<file path="config.mk">
export PLATFORM = sky130hd
export DESIGN_NAME = lab3_g29_p3_gate_tester
export DESIGN_NICKNAME = d
export VERILOG_FILES = /design/src/rtl/lab3_g29_p3_gate_tester.sv
export SDC_FILE = /design/constraint.sdc
export NUM_CORES = 1
export LEC_CHECK = 0
export ABC_AREA = 0
export CAP_MARGIN = 20
export CORE_UTILIZATION = 50
export DETAILED_ROUTE_END_ITERATION = 8
export PLACE_DENSITY = 0.77
export SLEW_MARGIN = 20
export SYNTH_ARGS = -nofsm -noshare
export SYNTH_HDL_FRONTEND = slang
export SYNTH_SLANG_ARGS = --single-unit
export TNS_END_PERCENT = 50
</file>
<file path="constraint.sdc">
create_clock -name clk -period 4.3 [get_ports clk]
set_input_delay 0.86 -clock clk [delete_from_list [all_inputs] [get_ports clk]]
set_output_delay 0.86 -clock clk [all_outputs]
set_load 0.01 [all_outputs]
</file>
<file path="src/rtl/lab3_g29_p3_gate_tester.sv">
// Stimulus sequencer for a 2-input gate under test: steps {a,b} through 00..11.
// Each vector is held for a settle time, then y is sampled and compared to TRUTH_TABLE.
module lab3_g29_p3_gate_tester #(
  parameter logic [3:0]  TRUTH_TABLE   = 4'b0001,
  parameter int unsigned SETTLE_CYCLES = 2
) (
  input  logic       clk,
  input  logic       rst_n,
  input  logic       start,
  input  logic       y,
  output logic       a,
  output logic       b,
  output logic       busy,
  output logic       done,
  output logic       pass,
  output logic [2:0] err_count,
  output logic       fail_valid,
  output logic [1:0] first_fail_vec
);

  typedef enum logic [1:0] {IDLE, SETTLE, SAMPLE, DONE} state_t;

  localparam logic [3:0] LAST_CNT = 4'(SETTLE_CYCLES - 1);

  state_t     state;
  logic [1:0] vec;
  logic [3:0] cnt;
  logic       mismatch;

  always_comb begin
    mismatch = (y != TRUTH_TABLE[vec]);
  end

  always_ff @(posedge clk) begin
    if (!rst_n) begin
      state          <= IDLE;
      vec            <= '0;
      cnt            <= '0;
      a              <= 1'b0;
      b              <= 1'b0;
      busy           <= 1'b0;
      done           <= 1'b0;
      pass           <= 1'b0;
      err_count      <= '0;
      fail_valid     <= 1'b0;
      first_fail_vec <= '0;
    end else begin
      case (state)
        IDLE, DONE: begin
          if (start) begin
            state          <= SETTLE;
            vec            <= '0;
            cnt            <= '0;
            a              <= 1'b0;
            b              <= 1'b0;
            busy           <= 1'b1;
            done           <= 1'b0;
            pass           <= 1'b0;
            err_count      <= '0;
            fail_valid     <= 1'b0;
            first_fail_vec <= '0;
          end
        end
        SETTLE: begin
          if (cnt == LAST_CNT) begin
            state <= SAMPLE;
            cnt   <= '0;
          end else begin
            cnt <= cnt + 4'd1;
          end
        end
        SAMPLE: begin
          if (mismatch) begin
            err_count <= err_count + 3'd1;
            if (!fail_valid) begin
              fail_valid     <= 1'b1;
              first_fail_vec <= vec;
            end
          end
          if (vec != 2'd3) begin
            vec    <= vec + 2'd1;
            {a, b} <= vec + 2'd1;
            state  <= SETTLE;
          end else begin
            // pass must include the mismatch of this final sample
            state  <= DONE;
            busy   <= 1'b0;
            done   <= 1'b1;
            {a, b} <= 2'b00;
            pass   <= (err_count == 3'd0) && !mismatch;
          end
        end
        default: state <= IDLE;
      endcase
    end
  end

endmodule
</file>
== Word level (Yosys, flattened, before mapping) ==
Index checks and enable logic that the tools add are counted.

* $add $sub $neg: 3
* Magnitude comparators: 1
* Equal/unequal tests: 12
* Multiplexer cells: 32
* Reductions and logical operators: 14

{| class="wikitable"
|+ Operators with widths
! operator !! count
|-
| 2-bit two-way mux || 7
|-
| 2-bit != test, second input constant || 7
|-
| 1-bit case mux with 2 select lines || 6
|-
| 1-bit two-way mux || 9
|-
| 3-bit AND reduction || 3
|-
| 4-bit two-way mux || 2
|-
| 2-bit case mux with 2 select lines || 2
|-
| 4-bit case mux with 2 select lines || 1
|-
| 3-bit two-way mux || 2
|-
| 2-bit case mux with 3 select lines || 1
|-
| 3-bit case mux with 2 select lines || 1
|-
| 2-bit AND reduction || 3
|-
| 4-bit by 1-bit adder with 4-bit output, second input constant || 1
|-
| 2-bit == test, second input constant || 2
|-
| 4-bit by 1-bit == test with 1-bit output, second input constant || 1
|-
| 4-bit AND reduction || 1
|-
| 2-bit nonzero test || 2
|-
| 3-bit by 1-bit adder with 3-bit output, second input constant || 1
|-
| 3-bit zero test || 1
|-
| 2-bit by 3-bit < comparator with 1-bit output, second input constant || 1
|-
| 2-bit by 1-bit adder with 2-bit output, second input constant || 1
|-
| 1-bit binary-select mux with 2-bit select || 1
|-
| 2-bit by 1-bit == test with 1-bit output, second input constant || 1
|-
| 2-bit zero test || 1
|-
| 4 further kinds || 4
|}

* Register bits: 19
* Bits of input ports: 4
* Output and inout bits: 11
* Word-level logic and storage cells: 73

== Longest topological paths before layout ==
* Depth after elaboration: 7
* Mapped depth: 8

== Worst setup path before layout ==
No wires, ideal clock.

* Path type: input -> register
* Start: input port start
* End: register cnt[1]
* Data arrival time: 1.700 ns
* Required time: 4.230 ns
* Slack: 2.529 ns
* Stages: 5
* Path buffers: 1
* Cell sequence: nand2b_1 buf_6 nand2_1 or4_1 a21boi_1

* Longest elaborated chain between the ends: 2

{| class="wikitable"
|+ RTL lines
! what !! line !! source
|-
| start: declaration || 9 || <nowiki>input logic start,</nowiki>
|-
| 2-bit != test (no line) || n/a ||
|-
| 2-bit AND reduction (no line) || n/a ||
|-
| end signal: assignment || 69 || <nowiki>cnt <= cnt + 4'd1;</nowiki>
|-
| end: declaration || 27 || <nowiki>logic [3:0] cnt;</nowiki>
|}

Every way passes these cells.
A chain may end at the register's enable or synchronous reset.

== Worst setup path in the final report ==
Same ends and word-level chain as after synthesis.

==> flow_summary.yaml <==
sta:
  tns_ns: 0
  hold_viol: 0
  max_freq_mhz: 447
  maxSlewViolCount: 0
  rsz0062_at_grt: "false"
  skew_ns: 0.00371
  setup_viol: 0
  relSlewSlack_pct: 65.6
  min_period_over_period_pct: 52.1
  worst_slew_pin_slew_ns: 0.510
  period_minus_slack_ns: 2.24
  hold_ws_ns: 0.472
logic_synthesis:
  yosysTopAreaCell: "dfxtp_1"
  ys.flop_type: "dfxtp_1"
  synth_top_area_share_pct: 36.1
  syn_nets: 130
  syn_area_sq_um: 1050
  ys_seq_area_share_pct: 36.1
  async_flop_share_pct: 0
  yosys_warnings: 0
  netlist_instances: 118
  synth-edff-count: 0
  netlist-cell-type-count: 36
  syn_area_per_cell_sq_um: 8.93
  ys_ff_latch: 19
  synth_area_leaders: "dfxtp_1 (36%), ha_1 (9.5%), mux2i_1 (5.7%)"
critical_path:
  crit_required_ns: 4.54
  regToRegStartpoint: "state[0]$_SDFFE_PN0P_"
  critical-path-top-delay-family: "simple AND/OR/NAND/NOR gates"
  worst-path-max-fanout: 9
  rr_worst_depth: 6
  timing.critical_path.cells: "clkdlybuf4s50_1 -> nand2b_1 -> nand2_1 -> or4_1 -> a21boi_1"
  worst-path-buf-inv: 1
  rrSetupSlack_ns: 2.30
  startpoint_type: "input port"
  cp.arrival_ns: 2.48
  criticalPathCategory: "in2reg"
  crit_slowest_cell: "clkdlybuf4s50_1"
  reg2reg_to: "cnt[1]$_SDFFE_PN0P_"
  slowest_delay_ns: 0.55
  cp-end-kind: "register"
pwr:
  power.density_cell_area_nw_per_um2: 420
  p_leak_nw: 0.437
  max-vdd-ir-drop_uv: 309
clock_network:
  clk_latency_ns: 0.30
  clockBufferDepth: 2
  numCtsBuffers: 3
  cts_hold_buffers: 0
  clock_sinks: 19
  cts.reportedPaths.clkPinSlew_ns: 0.11
  cts-root-buf: "clkbuf_4"
  cts_resized: 0
  cts_tree: "done"
  htree_levels: 1
  cts_setup_buffers: 0
route:
  drt-pass1-iter-count: 4
  drc: 0
  post_drt_wl_per_cell_um: 12.9
  num_vias: 877
  drt-initial-drc-count: 13
  ant_nets: 0
  vias_per_cell: 5.59
  drt_wl_total_um: 2020
floorplan:
  die_w_um: 47.9
  core_sq_um: 1960
  core.rowCount: 16
  die-area_sq_um: 2290
  io_pins: 15
  die_y_um: 47.9
  start_util_pct: 53.7
cells_and_area:
  fin_area_sq_um: 1200
  drive_gt1_share_pct: 6.15
  areaGrowthSynthToFinish_pct: 14.4
  n_antenna_cell: 0
  nets: 143
  most-common-layout-cells: "dfxtp_1 (19), nand2_1 (16), clkdlybuf4s50_1 (14)"
  final_common_cell: "dfxtp_1"
hold_path:
  min_from: "first_fail_vec[0]$_SDFFE_PN0P_"
  whs_endpoint: "first_fail_vec[0]$_SDFFE_PN0P_"
  hp-class: "reg2reg"
  whs_path_depth: 2
grt:
  grt.overflow.total: 0
  grt_usage_pct: 19.4
  grt_pass1_wl_um: 3140
  grt_start_max_net_pins: 15
  antenna_found_initial: 0
  grt_pass1_vias: 785
placed_design:
  post_dp_cell_area_sq_um: 1180
  gp_congestion: 0.809
  dp_hpwl_um: 1480
  port_buffers: 14
flow_run:
  maxCapViolCount: 0
outcome:
  status: "finished, final reports clean"
## through the flow
step | instances | worst slack, ns | total power [mW] | util, %
floorplan | 118 | 2.53 | 0.395 | -
global placement | 153 | 1.85 | 0.409 | 60.1
detailed placement | 153 | 1.76 | 0.413 | 60.1
CTS | 157 | 2.07 | 0.505 | 61.4
global route | 157 | 1.96 | 0.535 | 61.4
finish | 157 | 2.06 | 0.506 | 61.4
## final cells by class
| type | instances | area (sq um) |
|---|---|---|
| timing repair buffer | 14 | 140 |
| tap | 27 | 33.8 |
| multi-input combinational | 85 | 594 |
| sequential | 19 | 380 |
| fill | 203 | 757 |
| clock buffer | 4 | 26.3 |
| inverter | 8 | 30.0 |
## worst min-delay path, cell delays in order, from the launching register on
cell     delay (ns)
dfxtp_1        0.32
nand2_1        0.05
mux2i_1        0.06
## layer usage
layer | wire, um | global-route usage (%) | vias up
met5 | 0 | 0 | -
met4 | 34 | 10.0 | 0
met3 | 53 | 2.26 | 5
met2 | 938 | 33.0 | 16
met1 | 998 | 24.0 | 415
li1 | - | - | 441
## cells by family (layout without fill, tap and decap cells)
logic type / after synthesis / after routing / share of synthesized area, %
simple gates: 45 / 45 / 22.4
compound gates: 25 / 25 / 17.9
flops: 19 / 19 / 36.1
buf+inv: 14 / 26 / 7.48
fa+ha+maj: 8 / 8 / 9.50
mux: 6 / 6 / 5.70
xor+xnor: 1 / 1 / 0.832
## worst max path at each step
stage          cells after the start                             end   from  slack, ns
3_3_place_gp                       5             cnt[1]$_SDFFE_PN0P_  start       1.85
5_1_grt                            5  first_fail_vec[1]$_SDFFE_PN0P_  start       1.96
2_1_floorplan                      5             cnt[1]$_SDFFE_PN0P_  start       2.53
6_report                           5             cnt[1]$_SDFFE_PN0P_  start       2.06
3_5_place_dp                       5             cnt[1]$_SDFFE_PN0P_  start       1.76
4_1_cts                            5             cnt[1]$_SDFFE_PN0P_  start       2.07
## synth_stat cells (3+ instances only)
library cell and n:
dfxtp_1 19, nand2_1 16, nand4_1 3, mux2i_1 6
nand3_1 5, a21oi_1 7, inv_1 8, nand2b_1 4
o21ai_0 4, clkbuf_1 3, ha_1 8, nor2_1 5
## power by group
group	total [mW]	switching [mW]	internal, mW
registers	0.204	0.0136	0.190
clock network	0.0939	0.0577	0.0362
logic	0.208	0.122	0.0858
total	0.506	0.194	0.312
## flip-flops by register name, summed over array words and instances, names as in the netlist
signal          cells
fail_valid          1
vec                 2
busy                1
first_fail_vec      2
cnt                 4
done                1
pass                1
b                   1
a                   1
err_count           3
state               2
No activity file was read; power rests on OpenSTA's default activity.
